`config.mk`:
```
export PLATFORM = sky130hd
export DESIGN_NAME = sram_access_ctrl
export DESIGN_NICKNAME = d
export VERILOG_FILES = /design/src/rtl/sram_access_ctrl.sv
export SDC_FILE = /design/constraint.sdc
export NUM_CORES = 1
export LEC_CHECK = 0
export ABC_AREA = 1
export BUFFER_PORTS_ARGS = -buffer_cell sky130_fd_sc_hd__buf_4
export CORE_MARGIN = 1
export CORE_UTILIZATION = 30
export CTS_CLUSTER_SIZE = 12
export DETAILED_ROUTE_END_ITERATION = 16
export RECOVER_POWER = 25
export SLEW_MARGIN = 20
export SYNTH_ARGS = -nofsm -noshare
export SYNTH_HDL_FRONTEND = slang
export SYNTH_SLANG_ARGS = --single-unit
```
`constraint.sdc`:
```
create_clock -name i_clk -period 2.7 [get_ports i_clk]
set_input_delay 0.135 -clock i_clk [delete_from_list [all_inputs] [get_ports i_clk]]
set_output_delay 0.135 -clock i_clk [all_outputs]
set_load 0.02 [all_outputs]
```
`src/rtl/sram_access_ctrl.sv`:
```
// sram_access_ctrl: single-port SRAM arbiter / address generator.
// Latency: writes issued the grant cycle; reads accepted at N return rd_valid at N+2.
// Backpressure: fixed priority rd > sd > wb; nothing granted while a read is outstanding or in reset.
module sram_access_ctrl #(
  parameter int          COL_W    = 13,
  parameter logic [25:0] OUT_BASE = 26'h4000,
  parameter int          OUT_LEN  = 16384
) (
  input  logic             i_clk,
  input  logic             i_rst,
  input  logic             i_frame_start,
  input  logic             i_sd_valid,
  input  logic [31:0]      i_sd_data,
  output logic             o_sd_ready,
  input  logic             i_wb_valid,
  input  logic [31:0]      i_wb_data,
  output logic             o_wb_ready,
  input  logic             i_rd_req,
  input  logic             i_rd_row,
  input  logic [COL_W-1:0] i_rd_col,
  output logic             o_rd_ready,
  output logic [31:0]      o_rd_data,
  output logic             o_rd_valid,
  output logic             o_row_done,
  output logic             o_row_done_idx,
  output logic             o_sram_enable,
  output logic             o_sram_mode,
  output logic             o_sram_addrCalcMode,
  output logic [25:0]      o_sram_address,
  output logic [31:0]      o_sram_sdram_data,
  output logic [31:0]      o_sram_wb_data,
  input  logic [31:0]      i_sram_out_data,
  input  logic             i_sram_dataReadValid
);

  localparam int             OPW      = (OUT_LEN > 1) ? $clog2(OUT_LEN) : 1;
  localparam logic [OPW-1:0] OUT_LAST = OPW'(OUT_LEN - 1);
  localparam logic [COL_W-1:0] COL_LAST = '1;

  localparam logic [0:0] S_IDLE    = 1'b0;
  localparam logic [0:0] S_RD_WAIT = 1'b1;

  logic [0:0]       r_state;
  logic [COL_W-1:0] r_sd_ptr;
  logic             r_sd_row;
  logic [OPW-1:0]   r_out_ptr;
  logic             r_rd_valid;
  logic [31:0]      r_rd_data;
  logic             r_row_done;
  logic             r_row_done_idx;

  logic w_idle;
  logic w_rd_gnt;
  logic w_sd_gnt;
  logic w_wb_gnt;

  // Grants are gated by reset so nothing reaches the SRAM while rst is held.
  assign w_idle   = (r_state == S_IDLE) && !i_rst;
  assign w_rd_gnt = w_idle && i_rd_req;
  assign w_sd_gnt = w_idle && !i_rd_req && i_sd_valid;
  assign w_wb_gnt = w_idle && !i_rd_req && !i_sd_valid && i_wb_valid;

  assign o_rd_ready        = w_rd_gnt;
  assign o_sd_ready        = w_sd_gnt;
  assign o_wb_ready        = w_wb_gnt;
  assign o_rd_valid        = r_rd_valid;
  assign o_rd_data         = r_rd_data;
  assign o_row_done        = r_row_done;
  assign o_row_done_idx    = r_row_done_idx;
  assign o_sram_sdram_data = i_sd_data;
  assign o_sram_wb_data    = i_wb_data;

  // SRAM command decode: one operation per cycle, idle bus when nothing is granted.
  always_comb begin
    o_sram_enable       = 1'b0;
    o_sram_mode         = 1'b0;
    o_sram_addrCalcMode = 1'b0;
    o_sram_address      = '0;
    if (w_rd_gnt) begin
      o_sram_enable  = 1'b1;
      o_sram_mode    = 1'b1;
      o_sram_address = {{(25 - COL_W){1'b0}}, i_rd_row, i_rd_col};
    end else if (w_sd_gnt) begin
      o_sram_enable       = 1'b1;
      o_sram_addrCalcMode = 1'b1;
      o_sram_address      = {{(25 - COL_W){1'b0}}, r_sd_row, r_sd_ptr};
    end else if (w_wb_gnt) begin
      o_sram_enable  = 1'b1;
      o_sram_address = OUT_BASE + {{(26 - OPW){1'b0}}, r_out_ptr};
    end
  end

  // Two-state FSM: a read grant parks one cycle in RD_WAIT while the SRAM answers.
  always_ff @(posedge i_clk) begin
    if (i_rst) begin
      r_state <= S_IDLE;
    end else if (r_state == S_RD_WAIT) begin
      r_state <= S_IDLE;
    end else if (w_rd_gnt) begin
      r_state <= S_RD_WAIT;
    end
  end

  // Write pointers: the grant uses the current pointer; frame_start rewinds afterwards.
  always_ff @(posedge i_clk) begin
    if (i_rst || i_frame_start) begin
      r_sd_ptr  <= '0;
      r_sd_row  <= 1'b0;
      r_out_ptr <= '0;
    end else begin
      if (w_sd_gnt) begin
        r_sd_ptr <= r_sd_ptr + 1'b1;
        if (r_sd_ptr == COL_LAST) begin
          r_sd_row <= ~r_sd_row;
        end
      end
      if (w_wb_gnt) begin
        r_out_ptr <= (r_out_ptr == OUT_LAST) ? '0 : r_out_ptr + 1'b1;
      end
    end
  end

  // Read return: one-cycle rd_valid pulse leaving RD_WAIT; reset abandons it.
  always_ff @(posedge i_clk) begin
    if (i_rst) begin
      r_rd_valid <= 1'b0;
      r_rd_data  <= '0;
    end else begin
      r_rd_valid <= (r_state == S_RD_WAIT);
      if ((r_state == S_RD_WAIT) && i_sram_dataReadValid) begin
        r_rd_data <= i_sram_out_data;
      end
    end
  end

  // Row completion pulse, reported the cycle after the last column is written.
  always_ff @(posedge i_clk) begin
    if (i_rst) begin
      r_row_done     <= 1'b0;
      r_row_done_idx <= 1'b0;
    end else begin
      r_row_done     <= w_sd_gnt && (r_sd_ptr == COL_LAST);
      r_row_done_idx <= r_sd_row;
    end
  end

endmodule

```
=== Word-level counts from Yosys, hierarchy flattened ===
Cells that the tools add are included.
W data, S select, Z words.

* Flip-flop bits (word level): 64
* Logic and storage cells: 39

* Add/sub/neg operators: 3
* Equal/unequal tests: 2
* Muxes and demuxes: 10
* Bitwise logic cells: 2
* Reductions and logical operators: 14

{| class="wikitable"
|+ Operators by type and width
! kind !! count
|-
| $mux W16 || 3
|-
| $add A15 B14 Y16 const A || 1
|-
| $add A14 B1 Y14 const B || 1
|-
| $eq A14 B14 Y1 const B || 1
|-
| $mux W14 || 1
|-
| $add A13 B1 Y13 const B || 1
|-
| $eq A13 B13 Y1 const B || 1
|-
| $logic_and A1 B1 Y1 || 8
|-
| $mux W1 || 6
|-
| $logic_not A1 Y1 || 3
|-
| $not A1 Y1 || 2
|-
| $reduce_and A2 Y1 || 1
|-
| $reduce_or A2 Y1 || 1
|-
| $logic_or A1 B1 Y1 || 1
|}

=== Longest topological paths before layout ===
Gate-level depths: netlist of run 1.

* Depth after elaboration: 8
* Mapped depth: 9

=== Worst setup path after synthesis of run 1 ===
OpenSTA, ideal clock, no wires.

* Kind: register to output
* Start point: reg r_state
* End point: out o_sram_address[10]
* Data arrival time: 1.284 ns
* Required time: 2.565 ns
* Slack: 1.281 ns
* Stages on the path, launching flop included: 6
* Cells stage by stage: dfxtp_1 > nor2_4 > nand3_2 > buf_4 > buf_6 > o221ai_1

* Word-level cells in the longest chain between the ends: 8
* Elaborated cells between the ends (all ways): 10
* Those cells by class: 3 x mux; 1 x bitwise; 6 x reduce/logical

{| class="wikitable"
|+ RTL lines
! what !! line !! source
|-
| from (decl) || 43 || <nowiki>logic [0:0] r_state;</nowiki>
|-
| from (signal assigned) || 96 || <nowiki>r_state <= S_IDLE;</nowiki>
|-
| from (signal assigned) || 98 || <nowiki>r_state <= S_IDLE;</nowiki>
|-
| from (signal assigned) || 100 || <nowiki>r_state <= S_RD_WAIT;</nowiki>
|-
| $not A1 Y1 (*) || 58 || <nowiki>assign w_idle = (r_state == S_IDLE) && !i_rst;</nowiki>
|-
| $logic_and A1 B1 Y1 (*) || 58 ||
|-
| $logic_and A1 B1 Y1 || 60, 61 ||
|-
| $logic_and A1 B1 Y1 (2 in series) || 61 || <nowiki>assign w_wb_gnt = w_idle && !i_rd_req && !i_sd_valid && i_wb_valid;</nowiki>
|-
| $mux W16 || 87 || <nowiki>end else if (w_wb_gnt) begin</nowiki>
|-
| $mux W16 || 83 || <nowiki>end else if (w_sd_gnt) begin</nowiki>
|-
| $mux W16 (*) || 79 || <nowiki>if (w_rd_gnt) begin</nowiki>
|-
| to (decl) || 29 || <nowiki>output logic [25:0] o_sram_address,</nowiki>
|}

Mark *: on every way between the ends. The rest lies on a longest branch, timed or not.

=== Worst setup path after layout of run 1 ===
* Start point: reg r_state
* End point: out o_sram_address[11]

Same word-level chain as after synthesis.

==> key figures, run 1 <==
Outcome
  • Status: finished clean

Timing
  • Tmin final: 2040 ps
  • Skew final: 4.52 ps
  • Final setup vio count: 0
  • Max-slew violation count: 0
  • Setup TNS: 0 ps
  • RSZ-0062 raised after global routing: no
  • Hold Fails Final Rpt: 0
  • Worst-margin pin slew: 856 ps
  • Tcrit/Tclk final: 75.7%
  • Max Fclk: 489 MHz
  • Relative slew slack: 42.8%

Synth
  • Post-synth ARST share: 0%
  • Synth Cell Area: 0.00354 mm2
  • Synth top area cells: dfxtp_1 36%, buf_4 17%, nor2_1 12%
  • Ys Warns: 0
  • Synth cell types: 26
  • Post-Syn Instances: 519
  • Post-synth top area cell: dfxtp_1
  • Yosys reg bits: 64
  • Register area share after synthesis: 36.2%
  • EDFF count, synth: 0
  • Primary FF master, synth: dfxtp_1
  • Syn Area/Cell: 6.82 um2
  • Top-area cell type share of the netlist area: 36.2%

Worst setup path
  • Kind of critical path: reg -> out
  • CP Data Required Time: 2570 ps
  • CP max stage delay: 390 ps
  • Crit-path cells: nor2_4 > nand3_2 > inv_2 > nand2_1 > o211ai_1 > buf_4
  • Critical-path top delay cell: nand3_2
  • Critical path launch point type: register
  • Critical Path End Type: output pin
  • Reg2Reg Depth: 8
  • Worst-path fanout max: 20
  • Critical path data arrival time: 1910 ps

Global route
  • GRT overflow: 0
  • First-pass GRT wire length: 15.0 mm
  • Antenna violations before repair: 0
  • Vias in the first global route: 3022
  • Largest net degree at the start of global routing: 34
  • Total GRT Usage: 15.5%

Clocking
  • CTS resizes: 0
  • Post-CTS Setup Repair Bufs: 0
  • TritonCTS clock tree: done
  • Htree depth: 3
  • CTS Buffer Depth: 2
  • Clock transition at path regs: 50 ps
  • Clock root cell: clkbuf_16
  • Hold-fix buffers, CTS: 0
  • Worst skew pair latency: 330 ps
  • Num CTS Buffers: 9
  • CTS sink count: 64

Final layout
  • Total Nets Final: 679
  • Antenna cells: 0
  • Share of post-route cells with drive strength above 1: 24.3%
  • Final non-filler cell total: 707
  • Area growth, synth to finish: 19.5%

Floorplanning
  • Die H: 111 um
  • Core ar.: 0.0115 mm2
  • Row cnt: 39
  • Initial Util: 30.9%
  • Ports: 248
  • Die Wd: 111 um
  • Die area: 0.0122 mm2

Power
  • Leak Pwr: 1.83 nW
  • Power Dens Cells: 567 mW/mm2
  • VDD IR max: 0.000335 V

Detailed routing
  • Routed vias/inst: 4.50
  • Avg WL per Cell: 13.0 um
  • ANT nets after route: 0
  • # DRC: 0
  • Final WL: 9.16 mm
  • Iter 0 DRT Violations: 147
  • Drt pass-1 iters: 4
  • Via count: 3183

Worst hold path
  • Hold Crit Depth: 2
  • Hold Crit Class: in -> reg

Place
  • Dpl hpwl: 6.92 mm
  • Final GP Congestion: 0.847
  • Dpl cells: 692
  • Port Buffers: 108

Job
  • Max-Cap Viols: 0
[worst paths after layout]
| path | slack [ps] | from | end |
|---|---|---|---|
| setup / recovery | 660 | r_state | o_sram_address[11] |
| hold / removal | 20 | i_rst | o_rd_valid |
| setup reg to reg | 1090 | r_state | r_out_ptr[9] |
| hold reg to reg | 470 | r_sd_row | r_sd_row |
[cells in the final DEF, fill, tap and decap left out]
| cell | n |
|---|---|
| clkbuf_1 | 2 |
| clkinvlp_4 | 1 |
| nor3_1 | 4 |
| nor2_2 | 3 |
| o221ai_1 | 6 |
| clkbuf_16 | 9 |
| nand2_1 | 94 |
| clkbuf_8 | 1 |
| nand2_2 | 1 |
| o21ai_1 | 6 |
| nand4_1 | 1 |
| conb_1 | 11 |
| o21ai_0 | 38 |
| buf_4 | 111 |
| inv_1 | 46 |
| nor2_4 | 4 |
| clkinv_2 | 1 |
| a21oi_1 | 13 |
| nor2_1 | 112 |
| xnor2_1 | 1 |
| dfxtp_1 | 64 |
| nand3_1 | 21 |
| inv_2 | 2 |
| ha_1 | 2 |
| bufinv_16 | 1 |
| nor3_2 | 1 |
| o211ai_1 | 4 |
| nand3_2 | 2 |
| xor2_1 | 2 |
[power breakdown]
| group | switching [mW] | total [mW] | internal [mW] |
|---|---|---|---|
| Clock | 0.395 | 1.13 | 0.732 |
| Combinational | 0.161 | 0.285 | 0.124 |
| Sequential | 0.0137 | 0.985 | 0.972 |
| Total | 0.570 | 2.40 | 1.83 |
[registers in the layout, summed over array words and instances (netlist names)]
name and cells:
o_rd_data 32, o_rd_valid 1, o_row_done 1, o_row_done_idx 1
r_out_ptr 14, r_sd_ptr 13, r_sd_row 1, r_state 1
[Yosys cell counts (2+ instances only)]
| cell type | number |
|---|---|
| dfxtp_1 | 64 |
| inv_2 | 2 |
| nor2_1 | 112 |
| buf_2 | 6 |
| inv_1 | 46 |
| o21ai_0 | 38 |
| nor2_2 | 3 |
| o211ai_1 | 4 |
| nor2_4 | 4 |
| nor3_1 | 4 |
| ha_1 | 2 |
| xor2_1 | 2 |
| a21oi_1 | 13 |
| nand3_2 | 2 |
| clkbuf_1 | 6 |
| nand3_1 | 21 |
| o221ai_1 | 6 |
| nand2_1 | 94 |
| buf_4 | 78 |
| o21ai_1 | 6 |
[critical path: cells and delay by family (launching register included)]
family / cells / cell delay [ps]
AND/OR/NAND/NOR: 3 / 660
buffers and inverters: 2 / 480
flip-flops: 1 / 340
AO/OA/AOI/OAI: 1 / 90
[area by class of cell]
| cell class | count | area [um2] |
|---|---|---|
| Tap cell | 143 | 179 |
| Multi-Input combinational cell | 326 | 1470 |
| Fill cell | 1211 | 7240 |
| Inverter | 48 | 180 |
| Clock inverter | 3 | 42.5 |
| Timing Repair Buffer | 111 | 833 |
| Sequential cell | 64 | 1280 |
| Clock buffer | 12 | 246 |
[metal layers]
layer / up-vias / GRT usage [%] / share of wire, %
li1: 1612 / - / -
met1: 1387 / 18.8 / 44
met2: 158 / 23.9 / 44
met3: 26 / 5.60 / 9.1
met4: 0 / 8.27 / 2.9
met5: - / 0 / 0
[through the flow]
step / cell area (um2) / util, % / setup slack [ps] / power (mW) / hold WS [ps]
4_1_cts: 4230 / 36.9 / 646 / 2.43 / 7.94
3_3_place_gp: 3940 / 34.3 / 1050 / 1.29 / 270
6_report: 4230 / 36.9 / 656 / 2.40 / 22.9
5_1_grt: 4230 / 36.9 / 508 / 2.50 / 20.4
3_5_place_dp: 3940 / 34.3 / 1010 / 1.29 / 270
2_1_floorplan: 3580 / - / 1280 / 1.30 / 207
[logic make-up (layout without fill, tap and decap cells)]
family | Yosys count | count (layout) | synth area share, %
AO/OA/AOI/OAI | 67 | 67 | 10.4
XOR/XNOR | 3 | 3 | 0.743
adder cells (fa/ha/maj) | 2 | 2 | 0.707
buffers and inverters | 139 | 174 | 23.4
flip-flops | 64 | 64 | 36.2
other | 1 | 11 | 0.106
AND/OR/NAND/NOR | 243 | 243 | 28.4
Power figures use the tool's default switching activity.
==> run 2, diff against run 1 <==
==> constraint.sdc (replaced) <==
create_clock -name i_clk -period 1.86 [get_ports i_clk]
set_input_delay 0.093 -clock i_clk [delete_from_list [all_inputs] [get_ports i_clk]]
set_output_delay 0.093 -clock i_clk [all_outputs]
set_load 0.02 [all_outputs]
==> key figures, run 2 (synthesized netlist as in run 1, its figures left out) <==
Outcome
  • Status: finished clean (unchanged)

Clocking
  • Num CTS Buffers: 9 (unchanged)
  • TritonCTS clock tree: done (unchanged)
  • CTS sink count: 64 (unchanged)
  • Clock transition at path regs: 50 ps (about the same)
  • Clock root cell: clkbuf_16 (unchanged)
  • Worst skew pair latency: 330 ps (about the same)
  • CTS Buffer Depth: 2 (unchanged)
  • Htree depth: 3 (unchanged)

Final layout
  • Max reg flops: 32 (unchanged)
  • Final Util: 37.8% (was 36.9%)
  • Footprint of the multi-input gates: 0.00147 mm2 (about the same)
  • Share of post-route cells with drive strength above 1: 25.0% (was 24.3%)
  • Final non-filler cell area: 0.00434 mm2 (was 0.00423 mm2)
  • Antenna cells: 0 (unchanged)
  • FF/Latch Area: 0.00128 mm2 (unchanged)
  • Area growth, synth to finish: 22.5% (was 19.5%)
  • Total Nets Final: 685 (was 679)
  • Commonest non-fill, non-tap cells in the layout: 114 x buf_4, 112 x nor2_1, 94 x nand2_1 (was 112 x nor2_1, 111 x buf_4, 94 x nand2_1)
  • Most common cell after layout, fill and taps aside: buf_4 (was nor2_1)
  • # fillers: 1189 (was 1211)

Detailed routing
  • Drt pass-1 iters: 4 (unchanged)
  • # DRC: 0 (unchanged)
  • Iter 0 DRT Violations: 222 (was 147)
  • Via count: 3220 (was 3183)
  • Routed vias/inst: 4.51 (was 4.50)
  • Final WL: 9.20 mm (was 9.16 mm)
  • Avg WL per Cell: 12.9 um (was 13.0 um)
  • ANT nets after route: 0 (unchanged)

Job
  • Max-Cap Viols: 0 (unchanged)

Place
  • Dpl hpwl: 7.05 mm (was 6.92 mm)
  • Placement Cell Area: 0.00398 mm2 (was 0.00394 mm2)
  • Port Buffers: 108 (unchanged)
  • Final GP Congestion: 0.811 (was 0.847)

Power
  • Power Dens Cells: 859 mW/mm2 (was 567 mW/mm2)
  • Leak Pwr: 1.89 nW (was 1.83 nW)
  • VDD IR max: 0.000525 V (was 0.000335 V)

Worst setup path
  • Worst-path fanout max: 16 (was 20)
  • Kind of critical path: reg -> out (unchanged)
  • Most used cell, CP: nand2_1
  • Crit-path cells: nor2_4 > nand2_1 > inv_1 > buf_6 > nand2_1 > o211ai_1 > buf_4 (was nor2_4 > nand3_2 > inv_2 > nand2_1 > o211ai_1 > buf_4)
  • Critical-path top delay cell: dfxtp_1 (was nand3_2)
  • WP buf/inv: 3 (was 2)
  • CP Data Required Time: 1770 ps (was 2570 ps)
  • Critical path data arrival time: 1650 ps (was 1910 ps)
  • Critical Path End Type: output pin (unchanged)
  • Critical path launch point type: register (unchanged)
  • CP max stage delay: 340 ps (was 390 ps)
  • Worst path top cell family by delay: buffers and inverters (was simple AND/OR/NAND/NOR gates)

Global route
  • First-pass GRT wire length: 14.9 mm (was 15.0 mm)
  • GR Util met2: 23.8% (was 23.9%)
  • Busiest grt layer: met2 (unchanged)
  • Largest net degree at the start of global routing: 34 (unchanged)
  • GRT overflow: 0 (unchanged)
  • Met1 Track Usage GR: 18.8% (about the same)
  • Met3 Usage GRT: 4.99% (was 5.60%)
  • Antenna violations before repair: 0 (unchanged)
  • Total GRT Usage: 15.3% (was 15.5%)
  • Vias in the first global route: 3042 (was 3022)

Timing
  • Max-slew violation count: 0 (unchanged)
  • Max Fclk: 572 MHz
  • Tcrit/Tclk final: 94.0%
  • Skew final: 5.07 ps (was 4.52 ps)
  • Setup TNS: 0 ps (unchanged)
  • RSZ-0062 raised after global routing: yes (was no)
  • Final setup vio count: 0 (unchanged)
  • Hold Fails Final Rpt: 0 (unchanged)
  • Tmin final: 1750 ps

Worst hold path
  • Hold Crit Class: in -> reg (unchanged)

Floorplanning
  • Initial Util: 30.9% (unchanged)
  • Die H: 111 um (unchanged)
  • Ports: 248 (unchanged)
  • Row cnt: 39 (unchanged)
  • Die Wd: 111 um (unchanged)
  • Core ar.: 0.0115 mm2 (unchanged)
  • Die area: 0.0122 mm2 (unchanged)
## run 2: cell types whose count changed in the layout (fill, tap and decap cells not counted), sizes merged
cell         before  now
clkbuf           12   14
buf             111  116
bufinv            1    2
clkinv            1    0
clkinvlp          1    0
dlygate4sd3       0    1
## run 2: stage by stage
step                cells  power (mW)  hold slack (ps)  setup WS [ps]
floorplan             529        1.89              165            483
global placement      697        1.87              186            330
detailed placement    697        1.88              186            286
CTS                   714        3.77             2.49           8.48
global route          714        3.87             15.1          -10.9
finish                714        3.72             11.8            112
## run 2: layout make-up
cell class                      instances  share of cell area [%]
Multi-Input combinational cell        326                    34.0
Sequential cell                        64                    29.6
Timing Repair Buffer                  117                    20.5
Clock buffer                           14                    6.32
Inverter                               48                    4.16
Tap cell                              143                    4.13
Clock inverter                          2                    1.39
## run 2: repair_timing
item / in CTS / in global routing
setup buffers: 0 / 0
hold buffers: 1 / 0
hold endpoints to repair: 2 / 0
gates resized for setup: 1 / 2
setup endpoints to repair: 7 / 1
pin swaps: 1 / 1
## run 2: routing by layer
| metal | vias to the layer above | routed length [um] |
|---|---|---|
| met5 | - | 0 |
| met4 | 0 | 219 |
| met3 | 22 | 812 |
| met2 | 174 | 4070 |
| met1 | 1386 | 4100 |
| li1 | 1638 | - |
## run 2: worst min-delay path: stages
cell	delay (ps)
buf_4	70
o21ai_0	70
nor2_1	70
## run 2: final timing paths
check / startpoint / endpoint / slack [ps] / depth (start not counted)
setup / recovery: r_state / o_sram_address[0] / 110 / 7
hold / removal: i_sram_out_data[4] / o_rd_data[4] / 10 / 3
setup reg to reg: r_out_ptr[0] / r_out_ptr[3] / 360 / 8
hold reg to reg: r_state / o_rd_valid / 470 / 2
## run 2: power by group
part	internal, mW	total, mW	switching (mW)	leakage (nW)
combinational	0.188	0.423	0.234	1.21
sequential	1.41	1.43	0.0197	0.519
clock	1.28	1.87	0.588	0.163
total	2.88	3.72	0.842	1.89
==> run 3, diff against run 2 <==
==> constraint.sdc (replaced) <==
create_clock -name i_clk -period 1.86 [get_ports i_clk]
set_input_delay 0.372 -clock i_clk [delete_from_list [all_inputs] [get_ports i_clk]]
set_output_delay 0.372 -clock i_clk [all_outputs]
set_load 0.02 [all_outputs]
==> key figures, run 3 (synthesized netlist as in run 1, its figures left out) <==
Outcome
  • Status: finished with violations (was finished clean)
  • Failing checks: negative setup slack

Timing
  • RSZ-0062 raised after global routing: yes (unchanged)
  • Tmin final: 1920 ps (was 1750 ps)
  • Max Fclk: 520 MHz (was 572 MHz)
  • Hold Fails Final Rpt: 0 (unchanged)
  • Max-slew violation count: 0 (unchanged)
  • Tcrit/Tclk final: 103% (was 94.0%)
  • Worst hold margin: 247 ps (was 11.8 ps)
  • Final setup vio count: 10 (was 0)
  • Setup WS post-layout: -64.7 ps (was 112 ps)
  • Skew final: 4.37 ps (was 5.07 ps)

Detailed routing
  • Final WL: 9.62 mm (was 9.20 mm)
  • Via count: 3304 (was 3220)
  • # DRC: 0 (unchanged)
  • Iter 0 DRT Violations: 179 (was 222)
  • Routed vias/inst: 4.54 (was 4.51)
  • Avg WL per Cell: 13.2 um (was 12.9 um)
  • ANT nets after route: 0 (unchanged)
  • Drt pass-1 iters: 4 (unchanged)

Clocking
  • Worst skew pair latency: 330 ps (about the same)
  • Num CTS Buffers: 9 (unchanged)
  • Htree depth: 3 (unchanged)
  • Clock transition at path regs: 60 ps (was 50 ps)
  • CTS Buffer Depth: 2 (unchanged)
  • TritonCTS clock tree: done (unchanged)
  • Clock root cell: clkbuf_16 (unchanged)
  • CTS sink count: 64 (unchanged)

Final layout
  • # fillers: 1222 (was 1189)
  • Most common cell after layout, fill and taps aside: buf_4 (unchanged)
  • Share of post-route cells with drive strength above 1: 30.1% (was 25.0%)
  • Max reg flops: 32 (unchanged)
  • FF/Latch Area: 0.00128 mm2 (about the same)
  • Total Nets Final: 699 (was 685)
  • Area growth, synth to finish: 28.4% (was 22.5%)
  • Final non-filler cell area: 0.00454 mm2 (was 0.00434 mm2)
  • Commonest non-fill, non-tap cells in the layout: 120 x buf_4, 112 x nor2_1, 90 x nand2_1 (was 114 x buf_4, 112 x nor2_1, 94 x nand2_1)
  • Footprint of the multi-input gates: 0.00157 mm2 (was 0.00147 mm2)
  • Antenna cells: 0 (unchanged)

Floorplanning
  • Initial Util: 30.9% (unchanged)
  • Die area: 0.0122 mm2 (unchanged)
  • Die Wd: 111 um (unchanged)
  • Ports: 248 (unchanged)
  • Core ar.: 0.0115 mm2 (unchanged)
  • Die H: 111 um (unchanged)
  • Row cnt: 39 (unchanged)

Worst setup path
  • Critical path data arrival time: 1550 ps (was 1650 ps)
  • CP Data Required Time: 1490 ps (was 1770 ps)
  • Critical path launch point type: register (unchanged)
  • Crit-path cells: nor2_4 > nand2_2 > nor2_4 > buf_4 > buf_6 > buf_4 > buf_4 (was nor2_4 > nand2_1 > inv_1 > buf_6 > nand2_1 > o211ai_1 > buf_4)
  • Critical Path End Type: output pin (unchanged)
  • Critical-path top delay cell: dfxtp_2 (was dfxtp_1)
  • Kind of critical path: reg -> out (unchanged)
  • Worst-path fanout max: 4 (was 16)
  • CP max stage delay: 330 ps (was 340 ps)
  • Most used cell, CP: buf_4 (was nand2_1)

Global route
  • First-pass GRT wire length: 15.6 mm (was 14.9 mm)
  • Antenna violations before repair: 0 (unchanged)
  • GRT overflow: 0 (unchanged)
  • Total GRT Usage: 16.1% (was 15.3%)
  • Vias in the first global route: 3103 (was 3042)
  • Largest net degree at the start of global routing: 33 (was 34)

Power
  • Power Dens Cells: 796 mW/mm2 (was 859 mW/mm2)
  • Leak Pwr: 1.98 nW (was 1.89 nW)
  • VDD IR max: 0.000599 V (was 0.000525 V)

Job
  • Max-Cap Viols: 0 (unchanged)

Place
  • Dpl hpwl: 7.18 mm (was 7.05 mm)
  • Port Buffers: 108 (unchanged)
  • Dpl ws: 53.5 ps (was 286 ps)
  • Placement Cell Area: 0.00402 mm2 (was 0.00398 mm2)
  • Final GP Congestion: 0.868 (was 0.811)

Worst hold path
  • Hold Crit Class: in -> reg (unchanged)
==> run 3: layout make-up <==
type                            count  share of cell area [%]
Clock buffer                       11                    5.56
Clock inverter                      5                    1.21
Inverter                           48                    4.02
Multi-Input combinational cell    327                    34.6
Sequential cell                    64                    28.2
Tap cell                          143                    3.94
Timing Repair Buffer              130                    22.5
==> run 3: report_power, final <==
group / internal, mW / leakage, nW / total (mW) / switching, mW
Sequential: 1.41 / 0.520 / 1.43 / 0.0200
Clock: 1.10 / 0.148 / 1.73 / 0.624
Combinational: 0.209 / 1.31 / 0.460 / 0.250
Total: 2.72 / 1.98 / 3.62 / 0.894
==> run 3: what timing repair did <==
action	in CTS	in global routing
setup endpoints to repair	15	15
gates cloned	1	0
buffers inserted	7	3
gates resized for setup	27	3
pin swaps	4	1
hold buffers	0	0
==> run 3: path summary, 6_finish.rpt <==
path | startpoint | end | slack, ps | cells after the start
setup / recovery | r_state | o_wb_ready | -60 | 7
hold / removal | i_rst | o_rd_valid | 250 | 2
setup reg to reg | r_state | r_out_ptr[11] | 250 | 8
hold reg to reg | r_sd_row | r_sd_row | 470 | 2
==> run 3: critical path: cells and delay by family (launching register included) <==
| family | cells | cell delay [ps] |
|---|---|---|
| simple gates | 3 | 440 |
| flops | 1 | 330 |
| buf+inv | 4 | 450 |
==> run 3: metal layers <==
layer	up-vias	GRT usage [%]	wire [um]
li1	1654	-	-
met4	0	7.56	264
met1	1463	20.3	4250
met2	162	24.9	4280
met3	25	4.94	824
met5	-	0	0
==> run 3: per-stage QoR <==
stage | util (%) | setup TNS, ps | total power [mW] | std cells
after floorplan | - | 0 | 1.89 | 529
after global placement | 35.0 | 0 | 1.88 | 701
after detailed placement | 35.0 | 0 | 1.89 | 701
after CTS | 39.4 | -275 | 3.67 | 725
after global routing | 39.6 | -1440 | 3.79 | 728
final | 39.6 | -315 | 3.62 | 728
